## config.mk

```make
export PLATFORM = sky130hd
export DESIGN_NAME = f_reg_file_ctrl
export DESIGN_NICKNAME = d
export VERILOG_FILES = /design/src/rtl/f_reg_file_ctrl_pkg.sv /design/src/rtl/f_reg_array.sv /design/src/rtl/f_reg_file_ctrl.sv
export SDC_FILE = /design/constraint.sdc
export NUM_CORES = 1
export LEC_CHECK = 0
export BUFFER_PORTS_ARGS = -buffer_cell sky130_fd_sc_hd__buf_4
export CORE_AREA = 8 8 223 225
export CTS_BUF_LIST = sky130_fd_sc_hd__clkbuf_16
export DETAILED_ROUTE_END_ITERATION = 6
export DIE_AREA = 0 0 231 233
export PLACE_DENSITY_LB_ADDON = 0.3
export SYNTH_ARGS = -nofsm -noshare
export SYNTH_HDL_FRONTEND = slang
export SYNTH_SLANG_ARGS = --single-unit
export TNS_END_PERCENT = 100
```

## constraint.sdc

```tcl
create_clock -name clk -period 16.3 [get_ports clk]
set_input_delay 2.445 -clock clk [delete_from_list [all_inputs] [get_ports clk]]
set_output_delay 2.445 -clock clk [all_outputs]
set_load 0.01 [all_outputs]
```

## src/rtl/f_reg_file_ctrl_pkg.sv

```systemverilog
// Shared types and defaults for the f-register file and its call/return snapshot controller.
package f_reg_file_ctrl_pkg;

    localparam int unsigned NREGS_DEF = 16;
    localparam int unsigned WIDTH_DEF = 16;
    localparam int unsigned DEPTH_DEF = 16;

    typedef enum logic [1:0] {
        IDLE         = 2'd0,
        BACKUP       = 2'd1,
        RESTORE_WAIT = 2'd2
    } state_e;

    // Width of the flat snapshot image exchanged with the backup stack.
    function automatic int unsigned snap_width(input int unsigned nregs, input int unsigned width);
        return nregs * width;
    endfunction

endpackage

```

## src/rtl/f_reg_array.sv

```systemverilog
// F-register storage: one write port, two combinational read ports, full parallel load,
// and a flat snapshot of every register.
module f_reg_array
    import f_reg_file_ctrl_pkg::*;
#(
    parameter int unsigned NREGS  = NREGS_DEF,
    parameter int unsigned WIDTH  = WIDTH_DEF,
    parameter int unsigned AW     = $clog2(NREGS),
    parameter int unsigned SNAP_W = snap_width(NREGS, WIDTH)
) (
    input  logic              clk,
    input  logic              reset,
    input  logic              we,
    input  logic [AW-1:0]     waddr,
    input  logic [WIDTH-1:0]  wdata,
    input  logic [AW-1:0]     raddr_a,
    input  logic [AW-1:0]     raddr_b,
    output logic [WIDTH-1:0]  rdata_a,
    output logic [WIDTH-1:0]  rdata_b,
    input  logic              load,
    input  logic [SNAP_W-1:0] load_data,
    output logic [SNAP_W-1:0] snap
);

    logic [WIDTH-1:0] regs_q [NREGS];
    logic [WIDTH-1:0] regs_d [NREGS];

    always_comb begin
        for (int i = 0; i < NREGS; i++) begin
            if (load) begin
                regs_d[i] = load_data[i*WIDTH +: WIDTH];
            end else if (we && (waddr == AW'(i))) begin
                regs_d[i] = wdata;
            end else begin
                regs_d[i] = regs_q[i];
            end
        end
    end

    always_ff @(posedge clk or posedge reset) begin
        if (reset) begin
            for (int i = 0; i < NREGS; i++) begin
                regs_q[i] <= '0;
            end
        end else begin
            for (int i = 0; i < NREGS; i++) begin
                regs_q[i] <= regs_d[i];
            end
        end
    end

    // Reads come straight from the flops: a same-edge write is not forwarded.
    assign rdata_a = regs_q[raddr_a];
    assign rdata_b = regs_q[raddr_b];

    for (genvar g = 0; g < NREGS; g++) begin : g_snap
        assign snap[g*WIDTH +: WIDTH] = regs_q[g];
    end

endmodule

```

## src/rtl/f_reg_file_ctrl.sv

```systemverilog
// F-register file with call/return snapshot control toward the f-register backup stack.
module f_reg_file_ctrl
    import f_reg_file_ctrl_pkg::*;
#(
    parameter int unsigned NREGS  = NREGS_DEF,
    parameter int unsigned WIDTH  = WIDTH_DEF,
    parameter int unsigned DEPTH  = DEPTH_DEF,
    parameter int unsigned AW     = $clog2(NREGS),
    parameter int unsigned SNAP_W = snap_width(NREGS, WIDTH)
) (
    input  logic              clk,
    input  logic              reset,
    input  logic              we,
    input  logic [AW-1:0]     waddr,
    input  logic [WIDTH-1:0]  wdata,
    input  logic [AW-1:0]     raddr_a,
    input  logic [AW-1:0]     raddr_b,
    output logic [WIDTH-1:0]  rdata_a,
    output logic [WIDTH-1:0]  rdata_b,
    input  logic              call,
    input  logic              ret,
    output logic              busy,
    output logic              overflow,
    output logic              underflow,
    output logic [SNAP_W-1:0] snap_out,
    output logic              fbs_backup,
    output logic              fbs_restore,
    input  logic [SNAP_W-1:0] fbs_data_in,
    input  logic              fbs_restore_valid
);

    localparam int unsigned DW = $clog2(DEPTH + 1);
    localparam logic [DW-1:0] DEPTH_MAX = DW'(DEPTH);

    state_e        state_q, state_d;
    logic [DW-1:0] depth_q, depth_d;
    logic          overflow_q, overflow_d;
    logic          underflow_q, underflow_d;
    logic          busy_q, busy_d;
    logic          backup_q, backup_d;
    logic          restore_q, restore_d;
    logic          wr_en;
    logic          load_en;

    assign wr_en   = we && (state_q == IDLE);
    assign load_en = (state_q == RESTORE_WAIT) && fbs_restore_valid;

    always_comb begin
        state_d     = state_q;
        depth_d     = depth_q;
        overflow_d  = overflow_q;
        underflow_d = underflow_q;
        case (state_q)
            IDLE: begin
                // call has priority; a simultaneous ret is dropped.
                if (call) begin
                    if (depth_q != DEPTH_MAX) state_d = BACKUP;
                    else                      overflow_d = 1'b1;
                end else if (ret) begin
                    if (depth_q != '0) state_d = RESTORE_WAIT;
                    else               underflow_d = 1'b1;
                end
            end
            BACKUP: begin
                depth_d = depth_q + 1'b1;
                state_d = IDLE;
            end
            RESTORE_WAIT: begin
                if (fbs_restore_valid) begin
                    depth_d = depth_q - 1'b1;
                    state_d = IDLE;
                end
            end
            default: state_d = IDLE;
        endcase
        busy_d    = (state_d != IDLE);
        backup_d  = (state_d == BACKUP);
        restore_d = (state_d == RESTORE_WAIT);
    end

    always_ff @(posedge clk or posedge reset) begin
        if (reset) begin
            state_q     <= IDLE;
            depth_q     <= '0;
            overflow_q  <= 1'b0;
            underflow_q <= 1'b0;
            busy_q      <= 1'b0;
            backup_q    <= 1'b0;
            restore_q   <= 1'b0;
        end else begin
            state_q     <= state_d;
            depth_q     <= depth_d;
            overflow_q  <= overflow_d;
            underflow_q <= underflow_d;
            busy_q      <= busy_d;
            backup_q    <= backup_d;
            restore_q   <= restore_d;
        end
    end

    assign busy        = busy_q;
    assign overflow    = overflow_q;
    assign underflow   = underflow_q;
    assign fbs_backup  = backup_q;
    assign fbs_restore = restore_q;

    f_reg_array #(
        .NREGS (NREGS),
        .WIDTH (WIDTH),
        .AW    (AW),
        .SNAP_W(SNAP_W)
    ) u_regs (
        .clk      (clk),
        .reset    (reset),
        .we       (wr_en),
        .waddr    (waddr),
        .wdata    (wdata),
        .raddr_a  (raddr_a),
        .raddr_b  (raddr_b),
        .rdata_a  (rdata_a),
        .rdata_b  (rdata_b),
        .load     (load_en),
        .load_data(fbs_data_in),
        .snap     (snap_out)
    );

endmodule
```

==> results.cfg <==
[run_status]
outcome = finished clean

[timing]
fin_tns_setup_ns = 0
fin_crit_sh = 0.462
worst_pin_slew_ns = 1.19
skew_ns = 0.0172
setup_viol = 0
period_needed_ns = 7.54
holdWs_ns = 0.473
hold_viol_final = 0
maxClockFrequency_mhz = 133
relSlewSlack = 0.205
grt_setup_unrepaired = false
drv_slew = 0

[global_route]
grt_usage = 0.312
grt_pass1_vias = 16800
antenna_found_initial = 6
grt_max_degree = 241
overflow = 0
grt_first_pass_wirelength_um = 123000

[critical_path]
cp_data_arrival_time_ns = 5.09
crit_path_start_kind = primary input
critPathKind = in2out
end_kind = output port
critPathRequiredTime_ns = 13.86
critical_path_peak_fanout = 36

[synthesis]
synth_seq_area_share = 0.415
synth.area.top_cells = dfrtp_1 (42%), mux4_2 (18%), nand2_1 (13%), a31oi_1 (9.9%), nor2_1 (6.2%)
syn_inst = 1802
synth-seq-cells = 268
yosysWarnings = 0
synth_area_per_cell_um2 = 8.96
yosys.cell_types.count = 44
yosysTopAreaCellShare = 0.415
ys.flop_type = dfrtp_1
async_reset_ff_frac = 1.00
synth_edf_count = 0
syn_nets = 2096
yosysTopAreaCell = dfrtp_1
syn_area_mm2 = 0.0162

[drt]
drtAntennaViolNets = 0
dr.pass1.iters = 5
wire_per_inst_um = 30.5
wirelength_um = 88100
post-route-drc-count = 0
dr_total_vias = 17300
initialDrtViolationCount = 2061
viasPerCell = 6.01

[final_layout]
drive_gt1_frac = 0.347
stdcell_count = 2884
area_growth_pct = 34.6
multi_input_area_mm2 = 0.00864
fillCellCount = 4434
nets = 2545
final-seq-area_mm2 = 0.00671

[floorplanning]
core_area_mm2 = 0.0461
chipHeight_um = 233
start_util = 0.351
ios = 583
dieWidth_um = 231
dieArea_mm2 = 0.0538
placementRows = 79

[clock_network]
root_buffer = clkbuf_16
cts_setup_buffers = 0
clockBufferDepth = 3
cts_max_level = 2
clkTransAtPathRegs_ns = 0.06
numCtsBuffers = 34
cts_tree = built
clk_latency_ns = 0.54
post_cts_resized = 0
ctsHoldBuffers = 0
cts_sinks = 268

[run]
cap_violations = 0

[power_and_ir_drop]
power_mw = 4.17
ir_drop_mv = 0.0895
leakage_nw = 10.0
p_per_area_mw_per_mm2 = 192

[placed_design]
hpwl_um = 66700
dp_cells = 2822
gp_congestion = 0.952
numPortBuffers = 582

[worst_hold_path]
min_path_type = reg2reg
-- layer usage --
metal	GRT usage	vias up	wire, µm
met2	0.514	1158	42400
li1	-	7291	-
met3	0.0821	214	8940
met4	0.136	6	4330
met5	0	-	34
met1	0.384	8658	32400
-- critical path: stages --
cell and delay [ns]:
buf_4 0.48, buf_4 0.70, mux4_2 0.59, a22oi_1 0.41, nand2_1 0.18, buf_4 0.20
-- final timing paths --
check,from,end,slack (ns),cells after the start
min in group asynchronous,reset,u_regs.snap[36]$_DFFE_PP0P_,1.90,2
hold / removal,underflow$_DFFE_PP0P_,underflow$_DFFE_PP0P_,0.47,1
hold reg to reg,underflow$_DFFE_PP0P_,underflow$_DFFE_PP0P_,0.47,1
setup / recovery,raddr_b[0],rdata_b[8],8.76,6
setup reg to reg,state_q[0]$_DFF_PP0_,u_regs.snap[55]$_DFFE_PP0P_,12.58,6
max in group asynchronous,reset,u_regs.snap[8]$_DFFE_PP0P_,12.05,4
-- power by group --
part	internal (mW)	total, mW	switching, mW	leakage (nW)
combinational	0.954	1.81	0.857	6.39
sequential	0.996	1.58	0.587	3.05
clock	0.454	0.775	0.322	0.561
total	2.40	4.17	1.77	10.0
-- cells in the final DEF, fill, tap and decap left out, types with 2 or more instances in the layout --
cell / n
buf_4: 598
nand2_1: 550
dfrtp_1: 268
nor2_1: 263
a31oi_1: 256
mux4_2: 128
a22oi_1: 65
clkbuf_16: 35
inv_1: 10
clkinv_1: 8
nand3_1: 7
a21oi_1: 7
and3_1: 6
nand2b_1: 6
or3_1: 6
nor2b_1: 5
and2_1: 5
clkinv_2: 5
nor3_4: 4
bufinv_16: 4
nor2_2: 3
or2_1: 3
ha_1: 3
diode_2: 2
nor3_2: 2
nor2b_2: 2
inv_8: 2
a41o_1: 2
xnor2_1: 2
-- synth_stat cells, types with 2 or more instances --
master    instances
nor2b_1           7
and2_1            5
dfrtp_1         268
nor3_4            3
ha_1              3
nor2_1          265
nand3_1           7
and3_1            6
a31oi_1         256
clkbuf_2          6
nor3_2            3
clkbuf_1        120
or2_1             3
a22oi_1          65
buf_2            42
buf_1            12
mux4_2          128
inv_1             6
xnor2_1           2
a41o_1            2
nand2b_1          6
buf_6             5
or3_1             6
a21oi_1           7
nand2_1         550
-- stage by stage --
| stage | area, µm² | util | setup WS, ns |
|---|---|---|---|
| after floorplan | 16200 | - | 6.47 |
| after global placement | 20600 | 0.448 | 8.77 |
| after detailed placement | 20600 | 0.448 | 8.74 |
| after CTS | 21700 | 0.472 | 8.74 |
| after global routing | 21700 | 0.472 | 8.64 |
| final | 21800 | 0.472 | 8.76 |
-- flip-flops by register name, summed over array words and instances (netlist names) --
name,flops
state_q,2
overflow,1
fbs_restore,1
depth_q,5
busy,1
fbs_backup,1
underflow,1
u_regs.snap,256
-- area by class of cell --
type | count | share of cell area
sequential | 268 | 0.308
inverter | 6 | 0.00138
multi-input combinational | 1342 | 0.397
clock inverter | 25 | 0.0102
timing repair buffer | 599 | 0.207
clock buffer | 35 | 0.0403
tap | 607 | 0.0349
antenna | 2 | 0.000230
-- kinds of logic after synthesis --
| family | share of synthesized area |
|---|---|
| simple gates | 0.215 |
| mux | 0.179 |
| buf+inv | 0.0509 |
| xor+xnor | 0.00163 |
| flops | 0.415 |
| compound gates | 0.134 |
| fa+ha+maj | 0.00356 |
(Power assumes the default switching activity.)
